### src/rtl/clock_period_meter.sv
// clock_period_meter
//   Measures the period and high time of a slow asynchronous square wave,
//   counted in clk cycles. It is the inverse of a clock divider: it turns a
//   toggling input back into a cycle count.
//
//   The first detected rise only arms the block. Each later rise publishes
//   the cycles since the previous rise (period) and the cycles from that
//   rise to the following fall (high_time). A one-cycle meas_valid pulse
//   marks the update. If no rise arrives within TIMEOUT cycles, stalled is
//   raised and the block re-arms.
//
// Parameters
//   CNT_W    width of the cycle counter and of the period/high_time outputs
//   TIMEOUT  longest measurable period in clk cycles (4 .. 2^CNT_W-1)
//
// Ports
//   clk         in   system clock; the block is single-clock
//   n_rst       in   synchronous, active-low reset
//   sig_in      in   asynchronous square wave to be measured
//   enable      in   level-sensitive measurement enable
//   period      out  [CNT_W] rise-to-rise cycles of the last completed period
//   high_time   out  [CNT_W] rise-to-fall cycles of the last completed period
//   meas_valid  out  one-cycle pulse when period/high_time update
//   stalled     out  no rise seen within TIMEOUT cycles
module clock_period_meter #(
  parameter int unsigned CNT_W   = 32,
  parameter int unsigned TIMEOUT = 50_000_000
) (
  input  logic             clk,
  input  logic             n_rst,
  input  logic             sig_in,
  input  logic             enable,
  output logic [CNT_W-1:0] period,
  output logic [CNT_W-1:0] high_time,
  output logic             meas_valid,
  output logic             stalled
);

  localparam logic [CNT_W-1:0] CNT_ZERO  = {CNT_W{1'b0}};
  localparam logic [CNT_W-1:0] CNT_ONE   = CNT_W'(1);
  localparam logic [CNT_W-1:0] CNT_LIMIT = CNT_W'(TIMEOUT);

  typedef enum logic [1:0] {
    IDLE      = 2'd0,
    WAIT_RISE = 2'd1,
    MEASURE   = 2'd2
  } state_t;

  state_t           state_r;
  logic [CNT_W-1:0] cnt_r;
  logic [CNT_W-1:0] hi_lat_r;
  logic [CNT_W-1:0] period_r;
  logic [CNT_W-1:0] high_time_r;
  logic             meas_valid_r;
  logic             stalled_r;
  logic             s1_r;
  logic             s2_r;
  logic             s3_r;
  logic             rise_s;
  logic             fall_s;

  // Edge detection on the synchronized input. Rises and falls see the same
  // two-flop latency, so the measured intervals are unbiased.
  assign rise_s = s2_r & ~s3_r;
  assign fall_s = ~s2_r & s3_r;

  // Synchronizer, counter and measurement state machine.
  always_ff @(posedge clk) begin
    if (!n_rst) begin
      // Synchronizer flops reset high so an input already high at reset
      // is not seen as a rise.
      s1_r         <= 1'b1;
      s2_r         <= 1'b1;
      s3_r         <= 1'b1;
      state_r      <= IDLE;
      cnt_r        <= CNT_ZERO;
      hi_lat_r     <= CNT_ZERO;
      period_r     <= CNT_ZERO;
      high_time_r  <= CNT_ZERO;
      meas_valid_r <= 1'b0;
      stalled_r    <= 1'b0;
    end else begin
      s1_r         <= sig_in;
      s2_r         <= s1_r;
      s3_r         <= s2_r;
      meas_valid_r <= 1'b0;

      if (!enable) begin
        // Disable beats any edge seen this cycle; results are held.
        state_r   <= IDLE;
        cnt_r     <= CNT_ZERO;
        stalled_r <= 1'b0;
      end else begin
        case (state_r)
          IDLE: begin
            cnt_r   <= CNT_ZERO;
            state_r <= WAIT_RISE;
          end

          WAIT_RISE: begin
            // The arming rise starts the count but publishes nothing.
            if (rise_s) begin
              cnt_r   <= CNT_ONE;
              state_r <= MEASURE;
            end else begin
              cnt_r <= CNT_ZERO;
            end
          end

          MEASURE: begin
            if (fall_s) begin
              hi_lat_r <= cnt_r;
            end else begin
              hi_lat_r <= hi_lat_r;
            end

            // A rise wins over the timeout, so period == TIMEOUT is valid.
            if (rise_s) begin
              period_r     <= cnt_r;
              high_time_r  <= hi_lat_r;
              meas_valid_r <= 1'b1;
              stalled_r    <= 1'b0;
              cnt_r        <= CNT_ONE;
            end else if (cnt_r == CNT_LIMIT) begin
              stalled_r <= 1'b1;
              cnt_r     <= CNT_ZERO;
              state_r   <= WAIT_RISE;
            end else begin
              cnt_r <= cnt_r + CNT_ONE;
            end
          end

          default: begin
            state_r <= IDLE;
            cnt_r   <= CNT_ZERO;
          end
        endcase
      end
    end
  end

  assign period     = period_r;
  assign high_time  = high_time_r;
  assign meas_valid = meas_valid_r;
  assign stalled    = stalled_r;

endmodule

### config.mk
export PLATFORM = sky130hd
export DESIGN_NAME = clock_period_meter
export DESIGN_NICKNAME = d
export VERILOG_FILES = /design/src/rtl/clock_period_meter.sv
export SDC_FILE = /design/constraint.sdc
export NUM_CORES = 1
export LEC_CHECK = 0
export ABC_CLOCK_PERIOD_IN_PS = 2510
export CAP_MARGIN = 10
export CORE_ASPECT_RATIO = 1.5
export CORE_UTILIZATION = 55
export DETAILED_ROUTE_END_ITERATION = 6
export GPL_ROUTABILITY_DRIVEN = 0
export PLACE_DENSITY = 0.76
export SLEW_MARGIN = 20
export SYNTH_ARGS = -nofsm -noshare
export SYNTH_HDL_FRONTEND = slang
export SYNTH_SLANG_ARGS = --single-unit
### constraint.sdc
create_clock -name clk -period 2.51 [get_ports clk]
set_input_delay 0.6275 -clock clk [delete_from_list [all_inputs] [get_ports clk]]
set_output_delay 0.6275 -clock clk [all_outputs]
set_load 0.02 [all_outputs]
# Yosys cells after proc, flatten, opt, wreduce, memory -nomap -nowiden
# Cells that the tools add are included.
totals:
  word_cells: 40
  reg_bits: 135
  output_inout_bits: 66
  inputBits: 4
op_classes:
  reduce_logical: 8
  addsub: 1
  n_mux: 11
  eq_ne: 6
  n_bitwise: 4
ops:
  columns: ["cell", "count"]
  rows:
  - ["2-to-1 mux 32 bit", 2]
  - ["case mux 32 bit (2 select lines)", 1]
  - ["adder 32 x 1 -> 32 bit, second input constant", 1]
  - ["== test 32 x 26 -> 1 bit, second input constant", 1]
  - ["AND reduction 3 bit", 4]
  - ["2-to-1 mux 2 bit", 3]
  - ["!= test 2 bit, second input constant", 3]
  - ["case mux 2 bit (3 select lines)", 1]
  - ["2-to-1 mux 1 bit", 4]
  - ["AND reduction 2 bit", 2]
  - ["bitwise AND 1 bit", 2]
  - ["== test 2 x 1 -> 1 bit, second input constant", 1]
  - ["== test 2 bit, second input constant", 1]
  - ["zero test 2 bit", 1]
  - ["NOT 1 bit", 2]
  - ["nonzero test 2 bit", 1]

# Longest topological paths before layout
# Gate-level depths: netlist (run 1).
depth:
  depth_word: 4
  mapped_depth: 9
  ltp_nobuf: 7

# Worst setup path after synthesis (run 1)
# Ideal clock, no wire load.
synth_timing:
  path_kind: "register to register"
  startpoint: "register cnt_r[2]"
  endpoint: "register cnt_r[26]"
  path_slack_ps: 776
  t_arrival_ps: 1620
  path_stages_with_launch: 9
  cell_sequence: "dfxtp_1 -> buf_2 -> nor4_2 -> nand4_1 -> nor4_4 -> or2_2 -> buf_6 -> buf_8 -> nor2_1"
synth_via:
  elab_chain_cells: 4
synth_lines:
  columns: ["item", "line_no", "text"]
  rows:
  - ["start: declaration", "50", "logic [CNT_W-1:0] cnt_r;"]
  - ["start signal: assignment", "129", "cnt_r <= cnt_r + CNT_ONE;"]
  - ["adder 32 x 1 -> 32 bit / == test 32 x 26 -> 1 bit (equally long branches)", "129, 124", null]
  - ["2-to-1 mux 32 bit (*)", "124", "end else if (cnt_r == CNT_LIMIT) begin"]
  - ["2-to-1 mux 32 bit (*)", "118", "if (rise_s) begin"]
  - ["case mux 32 bit (2 select lines) (*)", "94", "case (state_r)"]
# Mark *: on every way between the ends. The rest lies on a longest branch, timed or not.
# A chain may end at the register's enable or synchronous reset.

# Worst setup path after layout (run 1)
layout_timing:
  startpoint: "register cnt_r[0]"
  endpoint: "register cnt_r[28]"
# Same word-level chain as after synthesis.

==> run_results.csv, run 1 <==
group,metric,value,unit
routing,first_iter_violations,343,
clocking,clkTransAtPathRegs,0.06,ns
yosys,synthArstFlopShare,0,
place,place_hpwl,7908,µm
routing,antenna_left,0,
clocking,cts.path.max_buffers,2,
worst_hold_path,min_path_type,"register to register",
yosys,seq_area_frac_synth,0.4984,
yosys,netlist_area,0.005423,mm²
yosys,synth_edf_count,0,
critical_path,crit_type,"register to register",
yosys,synth_adder_area_share,0.01384,
sta,hold_violations,0,
routing,viasPerCell,5.388,
cells_and_area,final_util,0.7069,
cells_and_area,nets,719,
clocking,cts_setup_buffers,0,
floorplanning,die_x,83.08,µm
clocking,holdBufCountCts,0,
yosys,synthSimpleGateAreaFrac,0.2522,
critical_path,critical_path.endpoint_type,"register",
yosys,synth-compound-area-share,0.1467,
critical_path,arrival,2.45,ns
floorplanning,io_pins,70,
critical_path,reg2reg_depth,7,
sta,period_share,0.8656,
global_route,overflow,0,
cells_and_area,synthToLayoutAreaGrowth,25.59,%
cells_and_area,num_antenna_cells,0,
global_route,grt_usage,0.2388,
routing,wl_per_cell,14.15,µm
floorplanning,initial_core_util,0.5629,
routing,detail_route.first_pass.iterations,5,
sta,fmax,460.3,MHz
worst_hold_path,min_to,"s2_r",
clocking,root_buffer,"clkbuf_16",
pwr,power_density,676.0,mW/mm²
cells_and_area,drive_gt1_frac,0.07479,
sta,drv_slew,0,
yosys,synth_cells,648,
clocking,clock-sinks,135,
critical_path,cpPeakStageDelay,0.52,ns
place,port_buffers,69,
yosys,synth_seq_cells,135,
yosys,muxShareOfSynthArea,0,
global_route,grt_pass1_wl,19610,µm
yosys,synth_xor_area_frac,0.04845,
global_route,antenna_found_initial,0,
floorplanning,die_area,0.01027,mm²
pwr,ir_drop,0.5977,mV
sta,finalSetupTns,0,ns
floorplanning,fp.dieH,123.6,µm
clocking,post_cts_resize_count,0,
critical_path,r2r-end,"cnt_r[28]",
sta,slew_headroom,0.4695,
clocking,cts_tree,"built",
critical_path,cp_num_cells,7,
outcome,outcome,"finished, final reports clean",
critical_path,r2r_setup_slack,0.34,ns
yosys,synth_top_family_by_area,"simple AND/OR/NAND/NOR gates",
yosys,syn_area_per_cell,8.368,µm²
pwr,leakage,2.194,nW
critical_path,path_buf_inv,1,
critical_path,r2r-start,"cnt_r[0]",
clocking,cts_buffers,17,
critical_path,cp_top_family,"simple AND/OR/NAND/NOR gates",
critical_path,critical_path.cell_chain,"inv_1, ha_1, nor4b_1, nand3_1, nor4_4, or2_2, nor2_1",
critical_path,crit_fanout,29,
sta,grt_setup_unrepaired,"false",
job,max_cap_violations,0,
sta,post-route-min-period,2.173,ns
yosys,ys_types,37,
global_route,grt_max_degree,103,
clocking,insertion_delay,0.42,ns
routing,vias,4510,
sta,tightest_slew,0.7957,ns
critical_path,cp_slowest_cell,"or2_2",
worst_hold_path,hp-start,"s1_r",
yosys,ys_warn_count,0,
sta,finClkSkew,0.007645,ns
critical_path,startpoint_type,"register",
routing,routed_wirelength,11840,µm
routing,drc,0,
worst_hold_path,whs_path_depth,1,
yosys,syn_nets,658,
critical_path,critPathRequiredTime,2.79,ns
clocking,htreeDepth,4,
floorplanning,fp-row-count,44,
global_route,grt_pass1_vias,4283,
sta,report.final.setup_viol,0,
yosys,synth_top_flop_cell,"dfxtp_1",
floorplanning,core_area,0.009634,mm²
registers in the layout (all words and copies together) (netlist names):
| name | cells |
|---|---|
| period | 32 |
| s2_r | 1 |
| s3_r | 1 |
| meas_valid | 1 |
| s1_r | 1 |
| hi_lat_r | 32 |
| state_r | 2 |
| high_time | 32 |
| cnt_r | 32 |
| stalled | 1 |
stage by stage:
step                cell area, µm²  setup WS [ns]  hold slack, ns  cells  total power, mW
global placement              6231         0.2418          0.4077    805            2.256
global route                  6810         0.1960          0.4207    837            4.741
finish                        6810         0.3375          0.4120    837            4.604
detailed placement            6231         0.1905          0.3986    805            2.257
floorplan                     5423         0.7755          0.3863    648            2.243
CTS                           6810         0.3749          0.4140    837            4.637
placed cells by master, fill, tap and decap left out, types with 4 or more instances in the layout:
master           count
nand2_1            207
xnor2_1              8
nand3_1             18
nor3_1               9
nand2b_1             4
a21boi_0            96
clkdlybuf4s50_1     68
clkinv_2             4
dfxtp_1            135
xor2_1              22
a21oi_1              4
clkinvlp_4           4
buf_4               11
ha_1                 6
clkbuf_16           17
nand4_1             14
inv_1               10
nor2_1              44
synthesized netlist by cell type, types with 4 or more instances:
cell      count  share of area
nand2_1     207           0.14
dfxtp_1     135           0.50
a21boi_0     96           0.13
nor2_1       45          0.031
clkbuf_1     30          0.021
xor2_1       22          0.036
nand3_1      19          0.018
nand4_1      14          0.016
inv_1        10         0.0069
nor3_1        9         0.0083
xnor2_1       8          0.013
buf_2         6         0.0055
ha_1          6          0.014
a21oi_1       4         0.0037
nand2b_1      4         0.0046
worst max-delay path by stage:
stage | start | endpoint | slack, ns
after global placement | enable | cnt_r[31] | 0.24
after floorplan | cnt_r[2] | cnt_r[26] | 0.78
after detailed placement | enable | cnt_r[29] | 0.19
after CTS | cnt_r[0] | cnt_r[28] | 0.37
final | cnt_r[0] | cnt_r[28] | 0.34
after global routing | cnt_r[0] | cnt_r[6] | 0.20
worst register-to-register path, stage by stage, from the launching register on:
cell	delay, ns
dfxtp_1	0.39
inv_1	0.12
ha_1	0.22
nor4b_1	0.25
nand3_1	0.20
nor4_4	0.20
or2_2	0.52
nor2_1	0.13
final cells by class:
cell class / instances / area [µm²]
Fill cell: 753 / 2824
Clock inverter: 15 / 153.9
Clock buffer: 17 / 425.4
Inverter: 10 / 37.54
Multi-Input combinational cell: 462 / 2519
Sequential cell: 135 / 2703
Tap cell: 115 / 143.9
Timing Repair Buffer: 83 / 828.3
routing by layer:
metal | global-route usage | part of all wire
met5 | 0 | 0
met4 | 0.1185 | 0.029
met3 | 0.05500 | 0.037
met2 | 0.4360 | 0.52
met1 | 0.2607 | 0.42
cell families after synthesis:
family          count (synthesis)
fa+ha+maj                       6
xor+xnor                       30
flops                         135
buf+inv                        51
compound gates                108
simple gates                  318
power breakdown:
group          internal [mW]  leakage, nW  switching, mW  total [mW]
combinational         0.0311        0.831         0.0317      0.0628
sequential              2.15         1.09        0.00262        2.15
clock                   1.46        0.275          0.931        2.39
total                   3.64         2.19          0.966        4.60
Note: power is estimated with default switching activity, not from simulation.
==> run 2, diff against run 1 <==
--- a/config.mk
+++ b/config.mk
@@ -7,7 +7,7 @@
 export LEC_CHECK = 0
 export ABC_CLOCK_PERIOD_IN_PS = 2510
 export CAP_MARGIN = 10
-export CORE_ASPECT_RATIO = 1.5
+export CORE_ASPECT_RATIO = 2
 export CORE_UTILIZATION = 55
 export DETAILED_ROUTE_END_ITERATION = 6
 export GPL_ROUTABILITY_DRIVEN = 0
==> run 2 against run 1 <==
Wire length rose by 11%. Non-clock buffer count rose by 7. Die area rose by 0.15%. Critical path depth did not move. Worst setup slack improved by 0.026 ns. Sequential cell count did not move. Fmax rose by 1.2%.
==> run_results.csv, run 2 (synthesis gave the netlist of run 1 again) <==
group,metric,value,unit
outcome,outcome,"finished, final reports clean",
global_route,grt_pass1_vias,4668,
sta,report.final.setup_viol,0,
floorplanning,die_x,72.21,µm
cells_and_area,layout_common_cells,"207 x nand2_1, 135 x dfxtp_1, 96 x a21boi_0",
floorplanning,io_pins,70,
clocking,cts_setup_buffers,0,
routing,antenna_left,0,
place,preCtsSetupSlack,0.2476,ns
critical_path,crit_fanout,29,
critical_path,critPathRequiredTime,2.79,ns
critical_path,path_buf_inv,1,
global_route,antenna_found_initial,0,
clocking,insertion_delay,0.42,ns
global_route,grt_pass1_wl,21580,µm
critical_path,arrival,2.42,ns
cells_and_area,nets,726,
routing,vias,4661,
job,max_cap_violations,0,
routing,routed_wirelength,13140,µm
critical_path,crit_type,"register to register",
critical_path,cp_top_family,"simple AND/OR/NAND/NOR gates",
floorplanning,fp.dieH,142.4,µm
routing,viasPerCell,5.445,
routing,first_iter_violations,183,
pwr,p_switching,914.7,µW
floorplanning,die_area,0.01028,mm²
critical_path,critical_path.endpoint_type,"register",
pwr,pwr-share-clk,0.524,
pwr,power_density,677.4,mW/mm²
floorplanning,fp-row-count,50,
clocking,htreeDepth,4,
pwr,combPwrFrac,0.014,
pwr,p_sw_frac,0.1963,
global_route,overflow,0,
critical_path,cp_slowest_cell,"or2_2",
clocking,clkTransAtPathRegs,0.06,ns
pwr,leakage,2.228,nW
clocking,cts.path.max_buffers,2,
sta,fmax,465.8,MHz
critical_path,cpPeakStageDelay,0.52,ns
sta,finClkSkew,0.009139,ns
routing,wl_per_cell,15.35,µm
sta,tightest_slew,0.6063,ns
worst_hold_path,min_path_type,"register to register",
floorplanning,initial_core_util,0.5740,
sta,period_share,0.8552,
cells_and_area,final_common_cell,"nand2_1",
sta,setup_ws,0.3633,ns
pwr,ir_drop,0.5313,mV
sta,finalSetupTns,0,ns
clocking,holdBufCountCts,0,
clocking,cts_buffers,17,
sta,post-route-min-period,2.147,ns
pwr,p_int,3.744,mW
pwr,power.share.sequential,0.462,
global_route,grt_usage,0.2740,
clocking,cts_tree,"built",
routing,detail_route.first_pass.iterations,4,
clocking,clock-sinks,135,
routing,drc,0,
sta,grt_setup_unrepaired,"false",
sta,drv_slew,0,
place,port_buffers,69,
critical_path,startpoint_type,"register",
cells_and_area,drive_gt1_frac,0.07713,
clocking,root_buffer,"clkbuf_16",
sta,hold_violations,0,
clocking,post_cts_resize_count,0,
global_route,grt_max_degree,72,
critical_path,critical_path.cell_chain,"inv_1, ha_1, nor4b_1, nand3_1, nor4_4, or2_2, nor2_1",
cells_and_area,num_antenna_cells,0,
cells_and_area,synthToLayoutAreaGrowth,26.83,%
sta,slew_headroom,0.5921,
floorplanning,core_area,0.009447,mm²
place,place_hpwl,9153,µm
==> run 2: cell types whose count changed in the layout (fill, tap and decap cells not counted) <==
| cell | change |
|---|---|
| clkbuf_1 | +2 |
| clkinvlp_4 | -2 |
| buf_4 | +7 |
| clkinv_2 | -1 |
| bufinv_16 | +1 |
| inv_6 | -2 |
| clkbuf_8 | +1 |
| clkinv_4 | -2 |
==> run 2: cell type report <==
cell class / count / area, µm²
multi-input combinational: 462 / 2519
sequential: 135 / 2703
inverter: 10 / 37.54
clock inverter: 9 / 128.9
tap: 130 / 162.7
timing repair buffer: 90 / 880.8
fill: 732 / 2569
clock buffer: 20 / 446.7
==> run 2: worst reg2reg max path: cells and delay by family, from the launching register on <==
| family | cells | cell delay, ns |
|---|---|---|
| buffers and inverters | 1 | 0.13 |
| flip-flops | 1 | 0.38 |
| AND/OR/NAND/NOR | 5 | 1.34 |
| adder cells (fa/ha/maj) | 1 | 0.16 |
==> run 2: stage by stage <==
step / cells / instance area (µm²) / util / hold WS, ns / total power, mW
CTS: 856 / 6878 / 0.7281 / 0.4124 / 4.684
finish: 856 / 6878 / 0.7281 / 0.4075 / 4.659
global placement: 827 / 6302 / 0.6672 / 0.3908 / 2.257
detailed placement: 827 / 6302 / 0.6672 / 0.3968 / 2.261
floorplan: 648 / 5423 / - / 0.3863 / 2.243
global route: 856 / 6878 / 0.7281 / 0.4440 / 4.785
==> run 2: final timing paths <==
check | cells after the start | from | slack [ns] | to
setup / recovery | 7 | cnt_r[0] | 0.36 | cnt_r[19]
hold / removal | 1 | s1_r | 0.41 | s2_r
setup reg to reg | 7 | cnt_r[0] | 0.36 | cnt_r[19]
hold reg to reg | 1 | s1_r | 0.41 | s2_r
==> run 2: power by group through the flow <==
| stage | Combinational (mW) | Clock, mW | Sequential [mW] |
|---|---|---|---|
| floorplan | 0.0479 | 0 | 2.19 |
| global placement | 0.0620 | 0 | 2.20 |
| detailed placement | 0.0651 | 0 | 2.20 |
| CTS | 0.0652 | 2.47 | 2.15 |
| global route | 0.0719 | 2.56 | 2.15 |
| finish | 0.0654 | 2.44 | 2.15 |
==> run 2: per-layer routing <==
metal	routed length, µm	share of wire	GRT usage	vias up
li1	-	-	-	2252
met1	4897	0.37	0.2557	2229
met2	7183	0.55	0.5116	120
met3	410	0.031	0.06020	60
met4	646	0.049	0.1827	0
met5	0	0	0	-
==> run 3, diff against run 2 <==
--- a/config.mk
+++ b/config.mk
@@ -11,7 +11,9 @@
 export CORE_UTILIZATION = 55
 export DETAILED_ROUTE_END_ITERATION = 6
 export GPL_ROUTABILITY_DRIVEN = 0
+export MAX_ROUTING_LAYER = met4
 export PLACE_DENSITY = 0.76
+export REMOVE_ABC_BUFFERS = 1
 export SLEW_MARGIN = 20
 export SYNTH_ARGS = -nofsm -noshare
 export SYNTH_HDL_FRONTEND = slang
==> run 3 against run 2 <==
Hold slack gained 0.0019 ns. Non-clock buffer count decreased by 6. Clock power up 8.6%. Cell count fell by 0.35%. Combinational power fell by 2%. Total power rose by 4.3%. Critical path type unchanged.
==> run_results.csv, run 3 (synthesis gave the netlist of run 1 again) <==
group,metric,value,unit
outcome,outcome,"finished, final reports clean",
cells_and_area,fill_cells,744,
clocking,holdBufCountCts,0,
clocking,insertion_delay,0.41,ns
critical_path,critical_path.endpoint_type,"register",
sta,setup_ws,0.3420,ns
critical_path,startpoint_type,"register",
sta,grt_setup_unrepaired,"false",
routing,routed_wirelength,12170,µm
sta,post-route-min-period,2.168,ns
critical_path,cp_slowest_cell,"or2_2",
clocking,cts_setup_buffers,0,
floorplanning,die_x,72.21,µm
cells_and_area,synthToLayoutAreaGrowth,26.95,%
cells_and_area,num_antenna_cells,0,
global_route,grt_pass1_wl,20280,µm
routing,viasPerCell,5.379,
routing,vias,4588,
place,place_inst,821,
global_route,overflow,0,
cells_and_area,final_common_cell,"nand2_1",
place,place_hpwl,8034,µm
sta,finalSetupTns,0,ns
sta,hold_violations,0,
critical_path,r2r-start,"cnt_r[0]",
routing,wl_per_cell,14.27,µm
cells_and_area,drive_gt1_frac,0.07607,
clocking,cts.path.max_buffers,2,
sta,fmax,461.2,MHz
critical_path,crit_fanout,29,
clocking,clock-sinks,135,
clocking,post_cts_resize_count,0,
floorplanning,io_pins,70,
sta,finClkSkew,0.007915,ns
floorplanning,fp.dieH,142.4,µm
clocking,cts_tree,"built",
worst_hold_path,hp-start,"s1_r",
critical_path,crit_type,"register to register",
cells_and_area,final_cells,853,
pwr,power_density,705.8,mW/mm²
sta,tightest_slew,0.6453,ns
job,max_cap_violations,0,
sta,period_share,0.8638,
critical_path,path_buf_inv,1,
routing,detail_route.first_pass.iterations,5,
place,preCtsSetupSlack,0.1623,ns
clocking,clkTransAtPathRegs,0.06,ns
clocking,cts_buffers,17,
critical_path,critPathRequiredTime,2.78,ns
floorplanning,core_area,0.009447,mm²
cells_and_area,nets,720,
global_route,grt_usage,0.2632,
pwr,ir_drop,0.6426,mV
critical_path,arrival,2.44,ns
clocking,root_buffer,"clkbuf_16",
sta,drv_slew,0,
routing,first_iter_violations,258,
sta,slew_headroom,0.5665,
critical_path,cp-startpoint,"cnt_r[0]",
sta,report.final.setup_viol,0,
worst_hold_path,min_path_type,"register to register",
global_route,antenna_found_initial,0,
critical_path,cp_top_family,"simple AND/OR/NAND/NOR gates",
routing,antenna_left,0,
critical_path,cpPeakStageDelay,0.53,ns
routing,drc,0,
floorplanning,die_area,0.01028,mm²
place,port_buffers,69,
cells_and_area,layout_common_cells,"207 x nand2_1, 135 x dfxtp_1, 96 x a21boi_0",
floorplanning,initial_core_util,0.5740,
global_route,grt_pass1_vias,4453,
pwr,leakage,2.230,nW
critical_path,critical_path.cell_chain,"inv_1, ha_1, nor4b_1, nand3_1, nor4_4, or2_2, nor2_1",
floorplanning,fp-row-count,50,
clocking,htreeDepth,4,
global_route,grt_max_degree,57,
[run 3: worst register-to-register path: stages, from the launching register on]
cell and delay [ns]:
dfxtp_1 0.38, inv_1 0.10, ha_1 0.16, nor4b_1 0.29, nand3_1 0.21, nor4_4 0.20, or2_2 0.53, nor2_1 0.15
[run 3: per-stage QoR]
stage	utilization	cell area, µm²	power (mW)	hold WS (ns)
after floorplan	-	5241	2.228	0.3863
after global placement	0.6611	6245	2.256	0.3913
after detailed placement	0.6611	6245	2.259	0.3924
after CTS	0.7287	6884	4.895	0.4112
after global routing	0.7287	6884	5.000	0.4151
final	0.7287	6884	4.859	0.4094
[run 3: path summary, 6_finish.rpt]
path,slack (ns),endpoint,depth (start not counted)
worst min register to register,0.41,s2_r,1
worst max register to register,0.34,cnt_r[5],7
worst min-delay path,0.41,s2_r,1
worst max-delay path,0.34,cnt_r[5],7
[run 3: routing by layer]
| layer | up-vias | wire [µm] | track usage |
|---|---|---|---|
| met5 | - | 0 | - |
| met4 | 0 | 393 | 0.1393 |
| met3 | 36 | 453 | 0.06020 |
| met2 | 141 | 6610 | 0.4624 |
| met1 | 2167 | 4712 | 0.2640 |
| li1 | 2244 | - | - |
[run 3: final cells by class]
cell class | count | area (µm²) | area share
timing repair buffer | 84 | 823.3 | 0.1196
tap | 130 | 162.7 | 0.02363
multi-input combinational | 462 | 2519 | 0.3659
clock inverter | 12 | 172.7 | 0.02508
sequential | 135 | 2703 | 0.3926
clock buffer | 20 | 466.7 | 0.06779
inverter | 10 | 37.54 | 0.005453
[run 3: power breakdown]
part | leakage (nW) | internal (mW) | switching, mW
clock network | 0.312 | 1.74 | 0.908
logic | 0.830 | 0.0310 | 0.0328
registers | 1.09 | 2.15 | 0.00257
